## config.mk

```make
export PLATFORM = sky130hd
export DESIGN_NAME = mem_access_unit
export DESIGN_NICKNAME = d
export VERILOG_FILES = /design/src/rtl/mem_access_pkg.sv /design/src/rtl/mem_load_align.sv /design/src/rtl/mem_access_unit.sv
export SDC_FILE = /design/constraint.sdc
export NUM_CORES = 1
export LEC_CHECK = 0
export ABC_CLOCK_PERIOD_IN_PS = 7700
export CAP_MARGIN = 25
export CELL_PAD_IN_SITES_DETAIL_PLACEMENT = 0
export CELL_PAD_IN_SITES_GLOBAL_PLACEMENT = 1
export CORE_MARGIN = 3
export CORE_UTILIZATION = 37
export CTS_CLUSTER_DIAMETER = 80
export DETAILED_ROUTE_END_ITERATION = 12
export HOLD_SLACK_MARGIN = 0.02
export MAX_ROUTING_LAYER = met4
export PLACE_DENSITY = 0.94
export SYNTH_ARGS = -nofsm -noshare
export SYNTH_HDL_FRONTEND = slang
export SYNTH_SLANG_ARGS = --single-unit
```

## constraint.sdc

```tcl
create_clock -name clk -period 7.7 [get_ports clk]
set_clock_uncertainty 0.2 [all_clocks]
set_input_delay 1.54 -clock clk [delete_from_list [all_inputs] [get_ports clk]]
set_output_delay 1.54 -clock clk [all_outputs]
set_load 0.01 [all_outputs]
```

## src/rtl/mem_access_pkg.sv

```systemverilog
// Shared definitions for the load/store unit: FSM state encoding, RV32I
// funct3 width/sign codes, request legality check and store lane merge.
package mem_access_pkg;

  typedef enum logic [2:0] {
    S_IDLE,
    S_RD,
    S_WAIT,
    S_WR,
    S_RESP
  } state_t;

  localparam logic [2:0] F3_LB  = 3'b000;
  localparam logic [2:0] F3_LH  = 3'b001;
  localparam logic [2:0] F3_LW  = 3'b010;
  localparam logic [2:0] F3_LBU = 3'b100;
  localparam logic [2:0] F3_LHU = 3'b101;
  localparam logic [2:0] F3_SB  = 3'b000;
  localparam logic [2:0] F3_SH  = 3'b001;
  localparam logic [2:0] F3_SW  = 3'b010;

  // A request is an error when its funct3 is not a legal width code for its
  // direction, or when the address is not aligned to the access width.
  function automatic logic req_is_err(input logic       we,
                                      input logic [2:0] f3,
                                      input logic [1:0] lo);
    logic err;
    err = 1'b1;
    if (we) begin
      case (f3)
        F3_SB:   err = 1'b0;
        F3_SH:   err = lo[0];
        F3_SW:   err = (lo != 2'b00);
        default: err = 1'b1;
      endcase
    end else begin
      case (f3)
        F3_LB, F3_LBU: err = 1'b0;
        F3_LH, F3_LHU: err = lo[0];
        F3_LW:         err = (lo != 2'b00);
        default:       err = 1'b1;
      endcase
    end
    return err;
  endfunction

  // Read-modify-write merge for sub-word stores: only the addressed byte or
  // halfword of the captured memory word is replaced.
  function automatic logic [31:0] store_merge(input logic [31:0] word,
                                              input logic [31:0] wdata,
                                              input logic [2:0]  f3,
                                              input logic [1:0]  lo);
    logic [31:0] w;
    w = word;
    case (f3)
      F3_SB: begin
        case (lo)
          2'd0:    w[7:0]   = wdata[7:0];
          2'd1:    w[15:8]  = wdata[7:0];
          2'd2:    w[23:16] = wdata[7:0];
          default: w[31:24] = wdata[7:0];
        endcase
      end
      F3_SH: begin
        if (lo[1]) w[31:16] = wdata[15:0];
        else       w[15:0]  = wdata[15:0];
      end
      default: w = wdata;
    endcase
    return w;
  endfunction

endpackage

```

## src/rtl/mem_load_align.sv

```systemverilog
// Load lane selection and extension.
// Ports:
//   word    - 32-bit memory word containing the addressed data
//   addr_lo - byte offset within the word (addr[1:0])
//   funct3  - RV32I load width/sign code
//   result  - sign/zero-extended load value (0 for non-load codes)
module mem_load_align
  import mem_access_pkg::*;
(
  input  logic [31:0] word,
  input  logic [1:0]  addr_lo,
  input  logic [2:0]  funct3,
  output logic [31:0] result
);

  logic [7:0]  byte_sel;
  logic [15:0] half_sel;

  always_comb begin
    case (addr_lo)
      2'd0:    byte_sel = word[7:0];
      2'd1:    byte_sel = word[15:8];
      2'd2:    byte_sel = word[23:16];
      default: byte_sel = word[31:24];
    endcase
    half_sel = addr_lo[1] ? word[31:16] : word[15:0];
  end

  always_comb begin
    result = '0;
    case (funct3)
      F3_LB:   result = {{24{byte_sel[7]}}, byte_sel};
      F3_LH:   result = {{16{half_sel[15]}}, half_sel};
      F3_LW:   result = word;
      F3_LBU:  result = {24'd0, byte_sel};
      F3_LHU:  result = {16'd0, half_sel};
      default: result = '0;
    endcase
  end

endmodule

```

## src/rtl/mem_access_unit.sv

```systemverilog
// Single-outstanding load/store unit between an RV32I core and a word-wide
// synchronous data memory. Sub-word stores use read-modify-write.
// Ports:
//   clk, rst        - clock, asynchronous active-high reset
//   req_valid/ready - request handshake (ready only in IDLE)
//   req_we, req_funct3, req_addr, req_wdata - request fields
//   resp_valid      - one-cycle completion pulse
//   resp_rdata      - extended load data (0 unless successful load)
//   resp_err        - misaligned / illegal funct3, valid with resp_valid
//   mem_addr, mem_ren, mem_wen, mem_wdata - memory command
//   mem_rdata       - memory read data, valid the cycle after mem_ren
module mem_access_unit
  import mem_access_pkg::*;
#(
  parameter int MEM_AW = 10
) (
  input  logic              clk,
  input  logic              rst,
  input  logic              req_valid,
  output logic              req_ready,
  input  logic              req_we,
  input  logic [2:0]        req_funct3,
  input  logic [31:0]       req_addr,
  input  logic [31:0]       req_wdata,
  output logic              resp_valid,
  output logic [31:0]       resp_rdata,
  output logic              resp_err,
  output logic [MEM_AW-1:0] mem_addr,
  output logic              mem_ren,
  output logic              mem_wen,
  output logic [31:0]       mem_wdata,
  input  logic [31:0]       mem_rdata
);

  state_t              state, state_nxt;
  logic                accept;
  logic                req_err;
  logic                we_q;
  logic [2:0]          f3_q;
  logic [MEM_AW+1:0]   addr_q;
  logic [31:0]         wdata_q;
  logic                err_q;
  logic [31:0]         word_q;
  logic [31:0]         load_data;

  // Address bits above the memory range are architecturally ignored.
  logic unused_addr_hi;
  assign unused_addr_hi = ^req_addr[31:MEM_AW+2];

  assign req_err = req_is_err(req_we, req_funct3, req_addr[1:0]);

  mem_load_align u_align (
    .word    (word_q),
    .addr_lo (addr_q[1:0]),
    .funct3  (f3_q),
    .result  (load_data)
  );

  always_ff @(posedge clk or posedge rst) begin
    if (rst) begin
      state   <= S_IDLE;
      we_q    <= 1'b0;
      f3_q    <= '0;
      addr_q  <= '0;
      wdata_q <= '0;
      err_q   <= 1'b0;
      word_q  <= '0;
    end else begin
      state <= state_nxt;
      if (accept) begin
        we_q    <= req_we;
        f3_q    <= req_funct3;
        addr_q  <= req_addr[MEM_AW+1:0];
        wdata_q <= req_wdata;
        err_q   <= req_err;
      end
      if (state == S_WAIT) begin
        word_q <= mem_rdata;
      end
    end
  end

  always_comb begin
    state_nxt  = state;
    accept     = 1'b0;
    req_ready  = 1'b0;
    resp_valid = 1'b0;
    resp_err   = 1'b0;
    resp_rdata = '0;
    mem_ren    = 1'b0;
    mem_wen    = 1'b0;
    mem_addr   = '0;
    mem_wdata  = '0;
    case (state)
      S_IDLE: begin
        // Ready is gated by rst so it reads 0 for the whole reset pulse.
        req_ready = !rst;
        accept    = req_valid && !rst;
        if (accept) begin
          if (req_err)                         state_nxt = S_RESP;
          else if (req_we && req_funct3 == F3_SW) state_nxt = S_WR;
          else                                 state_nxt = S_RD;
        end
      end
      S_RD: begin
        mem_ren   = 1'b1;
        mem_addr  = addr_q[MEM_AW+1:2];
        state_nxt = S_WAIT;
      end
      S_WAIT: begin
        state_nxt = we_q ? S_WR : S_RESP;
      end
      S_WR: begin
        mem_wen   = 1'b1;
        mem_addr  = addr_q[MEM_AW+1:2];
        mem_wdata = store_merge(word_q, wdata_q, f3_q, addr_q[1:0]);
        state_nxt = S_RESP;
      end
      S_RESP: begin
        resp_valid = 1'b1;
        resp_err   = err_q;
        if (!err_q && !we_q) resp_rdata = load_data;
        state_nxt  = S_IDLE;
      end
      default: state_nxt = S_IDLE;
    endcase
  end

endmodule

```

==> results of run 1 <==
## worst max-delay path by stage
| stage | from | to | slack, ns | cells past startpoint |
|---|---|---|---|---|
| 2_1_floorplan | rst | addr_q[0] | 3.79 | 1 |
| 3_3_place_gp | state[2] | mem_wdata[24] | 2.86 | 6 |
| 3_5_place_dp | state[2] | mem_wdata[24] | 2.78 | 6 |
| 4_1_cts | state[2] | mem_wdata[24] | 2.38 | 6 |
| 5_1_grt | addr_q[0] | mem_wdata[17] | 2.46 | 5 |
| 6_report | addr_q[0] | mem_wdata[16] | 2.59 | 5 |
## metrics by stage
stage	util, %	std cells	worst slack (ns)
after floorplan	-	471	3.79
after global placement	51.6	772	2.86
after detailed placement	51.9	775	2.78
after CTS	54.0	790	2.38
after global routing	54.2	791	2.46
final	54.2	791	2.59
## worst max-delay path, cell delays in order, from the launching register on
cell             delay, ns
dfrtp_1               0.75
nor2b_1               0.65
nand2b_1              0.53
mux2i_1               0.22
a211oi_1              0.30
clkdlybuf4s50_1       0.58
## layer usage
layer	vias up	wire [µm]	track usage [%]	share of wire [%]
met2	197	7430	32.7	47
met4	0	307	6.09	1.9
li1	2047	-	-	-
met5	-	0	-	0
met3	23	1100	5.20	6.9
met1	2180	7110	31.2	45
## kinds of logic after synthesis
logic type             count (synthesis)
multiplexers                         102
buffers and inverters                 42
AND/OR/NAND/NOR                      112
AO/OA/AOI/OAI                        131
flip-flops                            84
## cells in the final DEF, fill, tap and decap left out, types with 3 or more instances in the layout
cell type          n
nand2_1           25
nand4_1            8
nand2b_1           3
mux2_2            82
o21ai_0           10
a21oi_1           48
a21o_1             9
dfrtp_1           84
and2_1            12
o22a_1             7
clkbuf_16          9
a22o_1             7
a222oi_1           7
nor2b_1           12
o22ai_1            7
clkdlybuf4s50_1  161
a211oi_1           8
buf_4              6
clkbuf_1           3
mux2i_1           19
o21ai_1            3
nor3b_2            3
nor2_1            23
nand3_1           11
a22oi_1           16
## area by class of cell
class	count	share of cell area, %
timing repair buffer	171	24.8
inverter	4	0.234
clock buffer	12	3.40
clock inverter	3	0.342
sequential	84	30.3
multi-input combinational	345	37.9
tap	172	3.10
## power groups by stage
stage | Clock (mW) | Combinational, mW | Sequential, mW
global route | 0.419 | 1.15 | 1.02
CTS | 0.398 | 1.04 | 0.973
finish | 0.390 | 1.05 | 0.984
detailed placement | 0 | 1.04 | 0.981
floorplan | 0 | 0.855 | 0.818
global placement | 0 | 1.01 | 0.964
## state kept, by name, indices dropped and copies added (netlist names)
register / count
wdata_q: 32
word_q: 32
addr_q: 12
f3_q: 3
state: 3
err_q: 1
we_q: 1
==> results by group, run 1 <==
Global route
  – Global-route wire length before repair: 24.8 mm
  – Overall routing resource usage: 22.3%
  – Pin count of the biggest net entering global routing: 75
  – Number of global-route vias before repair: 4406
  – GRT Residual Overflow: 0
  – Antenna violations before repair: 0

Logic synthesis
  – Share of the synthesized area in the top cell type: 42.5%
  – Complex-gate fraction of the synthesized area: 17.8%
  – Syn Std Cell Area: 0.00494 mm²
  – Average footprint of a synthesized cell: 10.5 µm²
  – Number of flops mapped to enable cells by yosys: 0
  – Fraction of registers with async set/reset: 100%
  – Top FF cell, synth: dfrtp_1
  – Adder-cell area share of the yosys netlist: 0%
  – Cell taking the most area after synthesis: dfrtp_1
  – Mux cell area share after synthesis: 23.0%
  – Number of warnings reported in the yosys synthesis log: 0
  – Leading cell types by count after synthesis: 84 x dfrtp_1, 82 x mux2_2, 48 x a21oi_1
  – Area fraction in and, or, nand and nor cells after synthesis: 12.3%
  – Gate Count Post-Synth: 471
  – Sequential area share after synthesis: 42.5%
  – Mapped Nets: 574
  – Main combinational cell family by area after synthesis: multiplexers
  – Post-synthesis cell type count: 48
  – Leading cell type by number of instances after synthesis: dfrtp_1
  – Xor-xnor portion of the synthesized cell area: 0%
  – Register bit count reported by yosys: 84
  – Biggest area contributors in the synthesized netlist: dfrtp_1 43%, mux2_2 19%, a21oi_1 4.9%

Worst setup path
  – Number of cell instances on the worst register-to-register path: 4
  – Required time of the critical path: 5.96 ns
  – Worst Setup Path Type: reg2out
  – Worst setup slack for register-to-register paths: 5.60 ns
  – End of the worst register-to-register path: wdata_q[11]
  – Crit end category: output pin
  – Critical path launch point type: flip-flop
  – Worst flop-to-flop path startpoint: state[2]
  – Arrival time reported for the critical path endpoint: 3.37 ns
  – Maximum fanout encountered on the critical timing path: 18

Finish
  – Area occupied by multi-input gates: 0.00263 mm²
  – Count of antenna diodes in the layout: 0
  – Relative area change from synthesis to final layout: 40.6%
  – Cell area after layout: 0.00695 mm²
  – Total area of sequential cells: 0.00210 mm²
  – Number of nets in the final layout: 718
  – Fill count: 1139
  – Fraction of final layout cells with drive strength greater than 1: 19.1%

Hold path
  – Type of the tightest min-delay check: reg2reg
  – Start point of the worst hold path: addr_q[9]
  – Hold depth: 1
  – Min-Delay Endpoint: addr_q[9]

CTS
  – Maximum count of clock buffers along a single path: 2
  – TritonCTS clock tree: done
  – H-tree depth reported by CTS: 3
  – Hold buffer count at CTS: 0
  – Number of buffers added by the clock tree synthesis step: 9
  – Number of clock sinks seen by CTS: 84
  – CTS resizes: 0
  – Number of buffers added for setup after CTS: 0
  – Root cell of the clock tree: clkbuf_16
  – Worst-path clk slew: 0.06 ns
  – Worst skew pair latency: 0.34 ns

Floorplanning
  – Die Span Y: 122 µm
  – Floorplan die width: 122 µm
  – Effective utilization at floorplan: 38.5%
  – Standard cell core area: 0.0128 mm²
  – Number of top-level design ports: 182
  – Floorplan die area: 0.0148 mm²
  – Number of cell rows: 41

Job
  – Count of max-cap constraint violations: 0

Power and ir drop
  – Share of power burned in combinational logic: 43.3%
  – P_leak: 2.75 nW
  – Switching power total: 0.981 mW
  – Relative contribution of sequential cells to total power: 40.6%
  – Power density relative to cell area: 349 mW/mm²
  – Internal power: 1.44 mW
  – Net switching fraction of the power: 40.5%
  – Portion of total power attributed to the clock network: 16.1%
  – Design Power: 2.42 mW
  – Maximum vdd ir drop: 193 µV

Timing
  – Number of endpoints failing setup at the final stage: 0
  – Final Hold Fails: 0
  – Final worst-path cycle share: 66.4%
  – Sum of negative setup slack: 0 ns
  – Relative slew slack: 38.4%
  – Slew Limit Fails: 0
  – Worst Hold Margin: 0.300 ns
  – Slew at the pin closest to its max-slew limit: 0.924 ns
  – Maximum clock rate: 0.196 GHz
  – Post-layout minimum cycle time: 5.11 ns
  – Setup repair after global routing missed its margin: false

Placement
  – Standard cell area after detailed placement: 0.00666 mm²
  – Weighted congestion reported at the end of routability-driven placement: 0.908
  – Number of buffer cells added on primary ports: 161
  – Placed wire-length estimate after detailed placement: 12.0 mm

Status
  – Result of the run: complete, no violations

Drt
  – Number of violations reported at the end of detailed-routing iteration 0: 349
  – Detailed-route wire length: 16.0 mm
  – Detailed-route via count: 4447
  – DR pass1 iterations: 5
  – Final routed DRC violation total: 0
  – Wire length per cell after detailed routing: 20.2 µm
  – Remaining number of nets flagged by the antenna check after routing: 0
  – Via/cell ratio: 5.62
Note: power is estimated with default switching activity, not from simulation.
==> run 2: changes to the inputs <==
--- a/config.mk
+++ b/config.mk
@@ -5,17 +5,17 @@
 export SDC_FILE = /design/constraint.sdc
 export NUM_CORES = 1
 export LEC_CHECK = 0
-export ABC_CLOCK_PERIOD_IN_PS = 7700
+export ABC_CLOCK_PERIOD_IN_PS = 5350
 export CAP_MARGIN = 25
 export CELL_PAD_IN_SITES_DETAIL_PLACEMENT = 0
 export CELL_PAD_IN_SITES_GLOBAL_PLACEMENT = 1
 export CORE_MARGIN = 3
-export CORE_UTILIZATION = 37
+export CORE_UTILIZATION = 34
 export CTS_CLUSTER_DIAMETER = 80
 export DETAILED_ROUTE_END_ITERATION = 12
 export HOLD_SLACK_MARGIN = 0.02
 export MAX_ROUTING_LAYER = met4
-export PLACE_DENSITY = 0.94
+export PLACE_DENSITY = 0.88
 export SYNTH_ARGS = -nofsm -noshare
 export SYNTH_HDL_FRONTEND = slang
 export SYNTH_SLANG_ARGS = --single-unit
==> constraint.sdc (replaced) <==
create_clock -name clk -period 5.35 [get_ports clk]
set_clock_uncertainty 0.2 [all_clocks]
set_input_delay 1.07 -clock clk [delete_from_list [all_inputs] [get_ports clk]]
set_output_delay 1.07 -clock clk [all_outputs]
set_load 0.01 [all_outputs]
==> run 2 against run 1 <==
Final area up 0.50%. Sequential share of layout area down 0.15 points. Sequential power up 45%. Clock power up 50%. Final cell count up 1.4%. Die area up 8.4%. Power up 45%. Critical path depth unchanged. Routed wire length up 0.20%. Combinational power up 43%. Register-to-register slack worse by 2.2 ns. Critical path type unchanged. Largest cell class unchanged. Largest power group unchanged.
==> results by group, run 2 (synthesized netlist as in run 1, its figures left out) <==
CTS
  – Number of clock sinks seen by CTS: 84 (unchanged)
  – Worst skew pair latency: 0.34 ns (about the same)
  – H-tree depth reported by CTS: 3 (unchanged)
  – Root cell of the clock tree: clkbuf_16 (unchanged)
  – Number of buffers added for setup after CTS: 0 (unchanged)
  – Maximum count of clock buffers along a single path: 2 (unchanged)
  – Hold buffer count at CTS: 0 (unchanged)
  – CTS resizes: 0 (unchanged)
  – Number of buffers added by the clock tree synthesis step: 9 (unchanged)
  – TritonCTS clock tree: done (unchanged)
  – Worst-path clk slew: 0.06 ns (about the same)

Worst setup path
  – Arrival time reported for the critical path endpoint: 2.95 ns (was 3.37 ns)
  – End of the worst register-to-register path: state[1] (was wdata_q[11])
  – Worst Setup Path Type: reg2out (unchanged)
  – Capture point of the critical path: mem_wdata[17] (was mem_wdata[16])
  – Maximum fanout encountered on the critical timing path: 18 (unchanged)
  – Critical path launch point type: flip-flop (unchanged)
  – Crit end category: output pin (unchanged)
  – Worst setup slack for register-to-register paths: 3.36 ns (was 5.60 ns)
  – Number of cell instances on the worst register-to-register path: 5 (was 4)
  – Worst flop-to-flop path startpoint: state[2] (unchanged)
  – First element of the critical path: addr_q[0] (unchanged)
  – Required time of the critical path: 4.08 ns (was 5.96 ns)

Finish
  – Fraction of final layout cells with drive strength greater than 1: 19.8% (was 19.1%)
  – Most common library cell in the layout ignoring fill and taps: clkdlybuf4s50_1 (unchanged)
  – Cell area after layout: 0.00698 mm² (was 0.00695 mm²)
  – Fill count: 1272 (was 1139)
  – Relative area change from synthesis to final layout: 41.3% (was 40.6%)
  – Count of antenna diodes in the layout: 0 (unchanged)
  – Number of nets in the final layout: 720 (was 718)
  – Highest-count cells in the layout ignoring fill and taps: 161 x clkdlybuf4s50_1, 84 x dfrtp_1, 82 x mux2_2, 48 x a21oi_1, 25 x nand2_1 (unchanged)
  – Top flop regs: wdata_q (32), word_q (32), addr_q (12) (unchanged)

Floorplanning
  – Floorplan die width: 127 µm (was 122 µm)
  – Standard cell core area: 0.0140 mm² (was 0.0128 mm²)
  – Number of top-level design ports: 182 (unchanged)
  – Number of cell rows: 43 (was 41)
  – Floorplan die area: 0.0160 mm² (was 0.0148 mm²)
  – Die Span Y: 127 µm (was 122 µm)
  – Effective utilization at floorplan: 35.2% (was 38.5%)

Power and ir drop
  – P_leak: 2.78 nW (was 2.75 nW)
  – Design Power: 3.51 mW (was 2.42 mW)
  – Maximum vdd ir drop: 245 µV (was 193 µV)
  – Power density relative to cell area: 503 mW/mm² (was 349 mW/mm²)

Drt
  – Number of violations reported at the end of detailed-routing iteration 0: 326 (was 349)
  – Remaining number of nets flagged by the antenna check after routing: 0 (unchanged)
  – Final routed DRC violation total: 0 (unchanged)
  – DR pass1 iterations: 6 (was 5)
  – Via/cell ratio: 5.52 (was 5.62)
  – Detailed-route via count: 4430 (was 4447)
  – Wire length per cell after detailed routing: 19.9 µm (was 20.2 µm)
  – Detailed-route wire length: 16.0 mm (about the same)

Placement
  – Worst slack at placement: 1.32 ns (was 2.78 ns)
  – Weighted congestion reported at the end of routability-driven placement: 0.927 (was 0.908)
  – Placed wire-length estimate after detailed placement: 12.1 mm (was 12.0 mm)
  – Number of buffer cells added on primary ports: 161 (unchanged)
  – Standard cell area after detailed placement: 0.00667 mm² (was 0.00666 mm²)

Timing
  – Slew at the pin closest to its max-slew limit: 0.642 ns (was 0.924 ns)
  – Sum of negative setup slack: 0 ns (unchanged)
  – Number of endpoints failing setup at the final stage: 0 (unchanged)
  – Final Hold Fails: 0 (unchanged)
  – Final setup slack of the worst path: 1.13 ns (was 2.59 ns)
  – Relative slew slack: 56.9% (was 38.4%)
  – Post-layout minimum cycle time: 4.22 ns
  – Maximum clock rate: 0.237 GHz
  – Setup repair after global routing missed its margin: false (unchanged)
  – Slew Limit Fails: 0 (unchanged)
  – Worst Hold Margin: 0.302 ns (was 0.300 ns)
  – Final worst-path cycle share: 78.8%

Status
  – Result of the run: complete, no violations (unchanged)

Hold path
  – Type of the tightest min-delay check: reg2reg (unchanged)
  – Hold depth: 1 (unchanged)

Global route
  – Antenna violations before repair: 0 (unchanged)
  – Global-route wire length before repair: 24.8 mm (unchanged)
  – Overall routing resource usage: 20.3% (was 22.3%)
  – Number of global-route vias before repair: 4404 (was 4406)
  – GRT Residual Overflow: 0 (unchanged)
  – Pin count of the biggest net entering global routing: 61 (was 75)

Job
  – Count of max-cap constraint violations: 0 (unchanged)
-- run 2: worst min-delay path by stage --
| stage | from | to | slack, ns |
|---|---|---|---|
| after CTS | addr_q[2] | addr_q[2] | 0.31 |
| after global routing | addr_q[5] | addr_q[5] | 0.32 |
| after global placement | addr_q[6] | addr_q[6] | 0.28 |
| after detailed placement | addr_q[2] | addr_q[2] | 0.29 |
| final | addr_q[2] | addr_q[2] | 0.30 |
| after floorplan | addr_q[10] | addr_q[10] | 0.27 |
-- run 2: report_power, final --
group	internal [mW]	switching, mW
Combinational	0.810	0.692
Clock	0.328	0.257
Sequential	0.957	0.469
-- run 2: cell type report --
class | instances | area, µm² | share of cell area (%)
Tap cell | 180 | 225 | 3.23
Timing Repair Buffer | 173 | 1730 | 24.8
Clock inverter | 5 | 35.0 | 0.502
Clock buffer | 11 | 243 | 3.48
Inverter | 4 | 16.3 | 0.233
Sequential cell | 84 | 2100 | 30.1
Multi-Input combinational cell | 345 | 2630 | 37.7
-- run 2: layer usage --
layer  GRT usage (%)  share of wire, %  vias to the layer above
li1                -                 -                     2052
met1            28.4                46                     2152
met2            29.8                45                      208
met3            5.22               8.0                       18
met4            4.67               1.7                        0
met5               -                 0                        -
-- run 2: per-stage QoR --
stage                     std cells  utilization [%]
after detailed placement        784             47.5
after global placement          783             47.4
after CTS                       800             49.5
after global routing            802             49.7
final                           802             49.7
after floorplan                 471                -
-- run 2: worst max-delay path: stages (launching register included) --
cell and delay [ns]:
dfrtp_1 0.74, nor2b_1 0.23, nand2b_1 0.45, mux2i_1 0.14, a211oi_1 0.43, clkdlybuf4s50_1 0.63
==> run 3: changes to the inputs <==
--- a/config.mk
+++ b/config.mk
@@ -5,17 +5,17 @@
 export SDC_FILE = /design/constraint.sdc
 export NUM_CORES = 1
 export LEC_CHECK = 0
-export ABC_CLOCK_PERIOD_IN_PS = 5350
+export ABC_CLOCK_PERIOD_IN_PS = 3500
 export CAP_MARGIN = 25
 export CELL_PAD_IN_SITES_DETAIL_PLACEMENT = 0
 export CELL_PAD_IN_SITES_GLOBAL_PLACEMENT = 1
 export CORE_MARGIN = 3
-export CORE_UTILIZATION = 34
+export CORE_UTILIZATION = 31
 export CTS_CLUSTER_DIAMETER = 80
 export DETAILED_ROUTE_END_ITERATION = 12
 export HOLD_SLACK_MARGIN = 0.02
 export MAX_ROUTING_LAYER = met4
-export PLACE_DENSITY = 0.88
+export PLACE_DENSITY = 0.85
 export SYNTH_ARGS = -nofsm -noshare
 export SYNTH_HDL_FRONTEND = slang
 export SYNTH_SLANG_ARGS = --single-unit
==> constraint.sdc (replaced) <==
create_clock -name clk -period 3.5 [get_ports clk]
set_clock_uncertainty 0.2 [all_clocks]
set_input_delay 0.7 -clock clk [delete_from_list [all_inputs] [get_ports clk]]
set_output_delay 0.7 -clock clk [all_outputs]
set_load 0.01 [all_outputs]
==> run 3 against run 2 <==
Flip-flop and latch count unchanged. Utilization down 3.1 points. Non-clock buffer count rose by 9. Critical endpoint is now resp_rdata[2]. Critical path depth rose by 2. Global-route usage shrank 0.28 points. Die area rose by 9.2%.
==> results by group, run 3 (synthesized netlist as in run 1, its figures left out) <==
Finish
  – Most common library cell in the layout ignoring fill and taps: clkdlybuf4s50_1 (unchanged)
  – Top flop regs: wdata_q (32), word_q (32), addr_q (12) (unchanged)
  – Highest-count cells in the layout ignoring fill and taps: 160 x clkdlybuf4s50_1, 82 x mux2_2, 79 x dfrtp_1, 48 x a21oi_1, 25 x nand2_1 (was 161 x clkdlybuf4s50_1, 84 x dfrtp_1, 82 x mux2_2, 48 x a21oi_1, 25 x nand2_1)
  – Fraction of final layout cells with drive strength greater than 1: 22.7% (was 19.8%)
  – Number of nets in the final layout: 729 (was 720)
  – Count of antenna diodes in the layout: 0 (unchanged)
  – Utilization after layout: 46.7% (was 49.7%)
  – Relative area change from synthesis to final layout: 45.1% (was 41.3%)
  – Number of standard cells in the layout, taps in and fillers out: 842 (was 802)

Timing
  – Final worst-path cycle share: 99.2%
  – Slew Limit Fails: 0 (unchanged)
  – Final Hold Fails: 0 (unchanged)
  – Relative slew slack: 65.5% (was 56.9%)
  – Worst Hold Margin: 0.299 ns (was 0.302 ns)
  – Post-layout minimum cycle time: 3.47 ns
  – Number of endpoints failing setup at the final stage: 0 (unchanged)
  – Slew at the pin closest to its max-slew limit: 0.514 ns (was 0.642 ns)
  – Maximum clock rate: 0.288 GHz

Drt
  – Final routed DRC violation total: 0 (unchanged)
  – Number of violations reported at the end of detailed-routing iteration 0: 404 (was 326)
  – Highest metal used: met4 (unchanged)
  – Routed length on met3: 1.14 mm (was 1.28 mm)
  – Detail Route met2 WL: 7.63 mm (was 7.14 mm)
  – Detailed-route via count: 4445 (was 4430)
  – Detailed-route wire length: 17.0 mm (was 16.0 mm)
  – DR pass1 iterations: 6 (unchanged)
  – Via/cell ratio: 5.28 (was 5.52)
  – Metal1 wirelength: 7.96 mm (was 7.29 mm)
  – Wire length per cell after detailed routing: 20.2 µm (was 19.9 µm)
  – Remaining number of nets flagged by the antenna check after routing: 0 (unchanged)

Worst setup path
  – Worst Setup Path Type: reg2out (unchanged)
  – First element of the critical path: addr_q[1] (was addr_q[0])
  – Maximum fanout encountered on the critical timing path: 9 (was 18)
  – Worst flop-to-flop path startpoint: state[2] (unchanged)
  – Arrival time reported for the critical path endpoint: 2.57 ns (was 2.95 ns)
  – Required time of the critical path: 2.60 ns (was 4.08 ns)
  – Crit end category: output pin (unchanged)
  – Critical path launch point type: flip-flop (unchanged)

Floorplanning
  – Effective utilization at floorplan: 32.1% (was 35.2%)
  – Number of top-level design ports: 182 (unchanged)
  – Standard cell core area: 0.0154 mm² (was 0.0140 mm²)
  – Floorplan die width: 132 µm (was 127 µm)
  – Number of cell rows: 45 (was 43)
  – Floorplan die area: 0.0175 mm² (was 0.0160 mm²)
  – Die Span Y: 132 µm (was 127 µm)

CTS
  – Number of buffers added by the clock tree synthesis step: 9 (unchanged)
  – Worst skew pair latency: 0.34 ns (about the same)
  – Maximum count of clock buffers along a single path: 2 (unchanged)
  – H-tree depth reported by CTS: 3 (unchanged)
  – Root cell of the clock tree: clkbuf_16 (unchanged)
  – Worst-path clk slew: 0.06 ns (about the same)
  – TritonCTS clock tree: done (unchanged)
  – Number of clock sinks seen by CTS: 84 (unchanged)

Power and ir drop
  – Maximum vdd ir drop: 301 µV (was 245 µV)
  – Design Power: 5.67 mW (was 3.51 mW)
  – Power density relative to cell area: 790 mW/mm² (was 503 mW/mm²)
  – P_leak: 2.86 nW (was 2.78 nW)

Hold path
  – Type of the tightest min-delay check: reg2reg (unchanged)
  – Start point of the worst hold path: addr_q[2] (unchanged)

Global route
  – Global-route wire length before repair: 26.8 mm (was 24.8 mm)
  – Pin count of the biggest net entering global routing: 75 (was 61)
  – Number of global-route vias before repair: 4671 (was 4404)
  – GRT Residual Overflow: 0 (unchanged)
  – Antenna violations before repair: 0 (unchanged)
  – Overall routing resource usage: 20.1% (was 20.3%)

Placement
  – Number of buffer cells added on primary ports: 161 (unchanged)
  – Placed cells: 825 (was 784)
  – Weighted congestion reported at the end of routability-driven placement: 0.856 (was 0.927)
  – Placed wire-length estimate after detailed placement: 12.7 mm (was 12.1 mm)

Job
  – Count of max-cap constraint violations: 0 (unchanged)

Status
  – Result of the run: complete, no violations (unchanged)
==> run 3: changes by cell type in the layout (fill, tap and decap cells not counted), sizes merged <==
cell	previous run	this run
bufinv	0	1
buf	12	21
inv	4	5
clkinv	4	1
dlymetal6s2s	0	1
clkbuf	11	12
clkdlybuf4s50	161	160
==> run 3: worst paths after layout <==
check | to | slack, ns | depth (start not counted)
setup / recovery | resp_rdata[2] | 0.03 | 7
hold / removal | addr_q[2] | 0.30 | 1
setup reg to reg | wdata_q[14] | 1.35 | 4
hold reg to reg | addr_q[2] | 0.30 | 1
max in group asynchronous | word_q[26] | 2.03 | 3
min in group asynchronous | addr_q[7] | 0.43 | 2
==> run 3: final cells by class <==
cell class	count	area [µm²]
multi-input combinational	345	2670
timing repair buffer	182	1800
inverter	4	16.3
clock inverter	4	55.1
fill	1445	8200
tap	211	264
clock buffer	12	256
sequential	84	2110
==> run 3: stage by stage <==
| stage | setup TNS (ns) | setup slack, ns | instance area [µm²] |
|---|---|---|---|
| after detailed placement | 0 | 0.277 | 6800 |
| after global routing | -0.171 | -0.0592 | 7170 |
| final | 0 | 0.0264 | 7170 |
| after CTS | 0 | 0.00673 | 7120 |
| after floorplan | 0 | 0.435 | 4940 |
| after global placement | 0 | 0.289 | 6800 |
==> run 3: per-layer routing <==
layer / global-route usage [%] / vias up
li1: - / 2071
met1: 28.7 / 2164
met2: 29.1 / 187
met4: 6.06 / 0
met5: - / -
met3: 3.40 / 23
==> run 3: timing repair <==
action                                  CTS  global route
buffers inserted                          0             1
pin swaps                                 0             0
gates resized for setup                   3            14
endpoints found under the setup margin   35            59
hold buffers                              0             0
==> run 3: worst max-delay path, stage by stage, from the launching register on <==
cell,delay [ns]
dfrtp_2,0.44
buf_4,0.21
nor4bb_1,0.34
buf_4,0.22
a22o_1,0.14
a21oi_1,0.04
o22ai_1,0.24
clkdlybuf4s50_1,0.60
==> run 3: report_power, final <==
part           switching (mW)  internal, mW
clock                   0.396         0.597
sequential              0.706          1.47
combinational            1.16          1.34
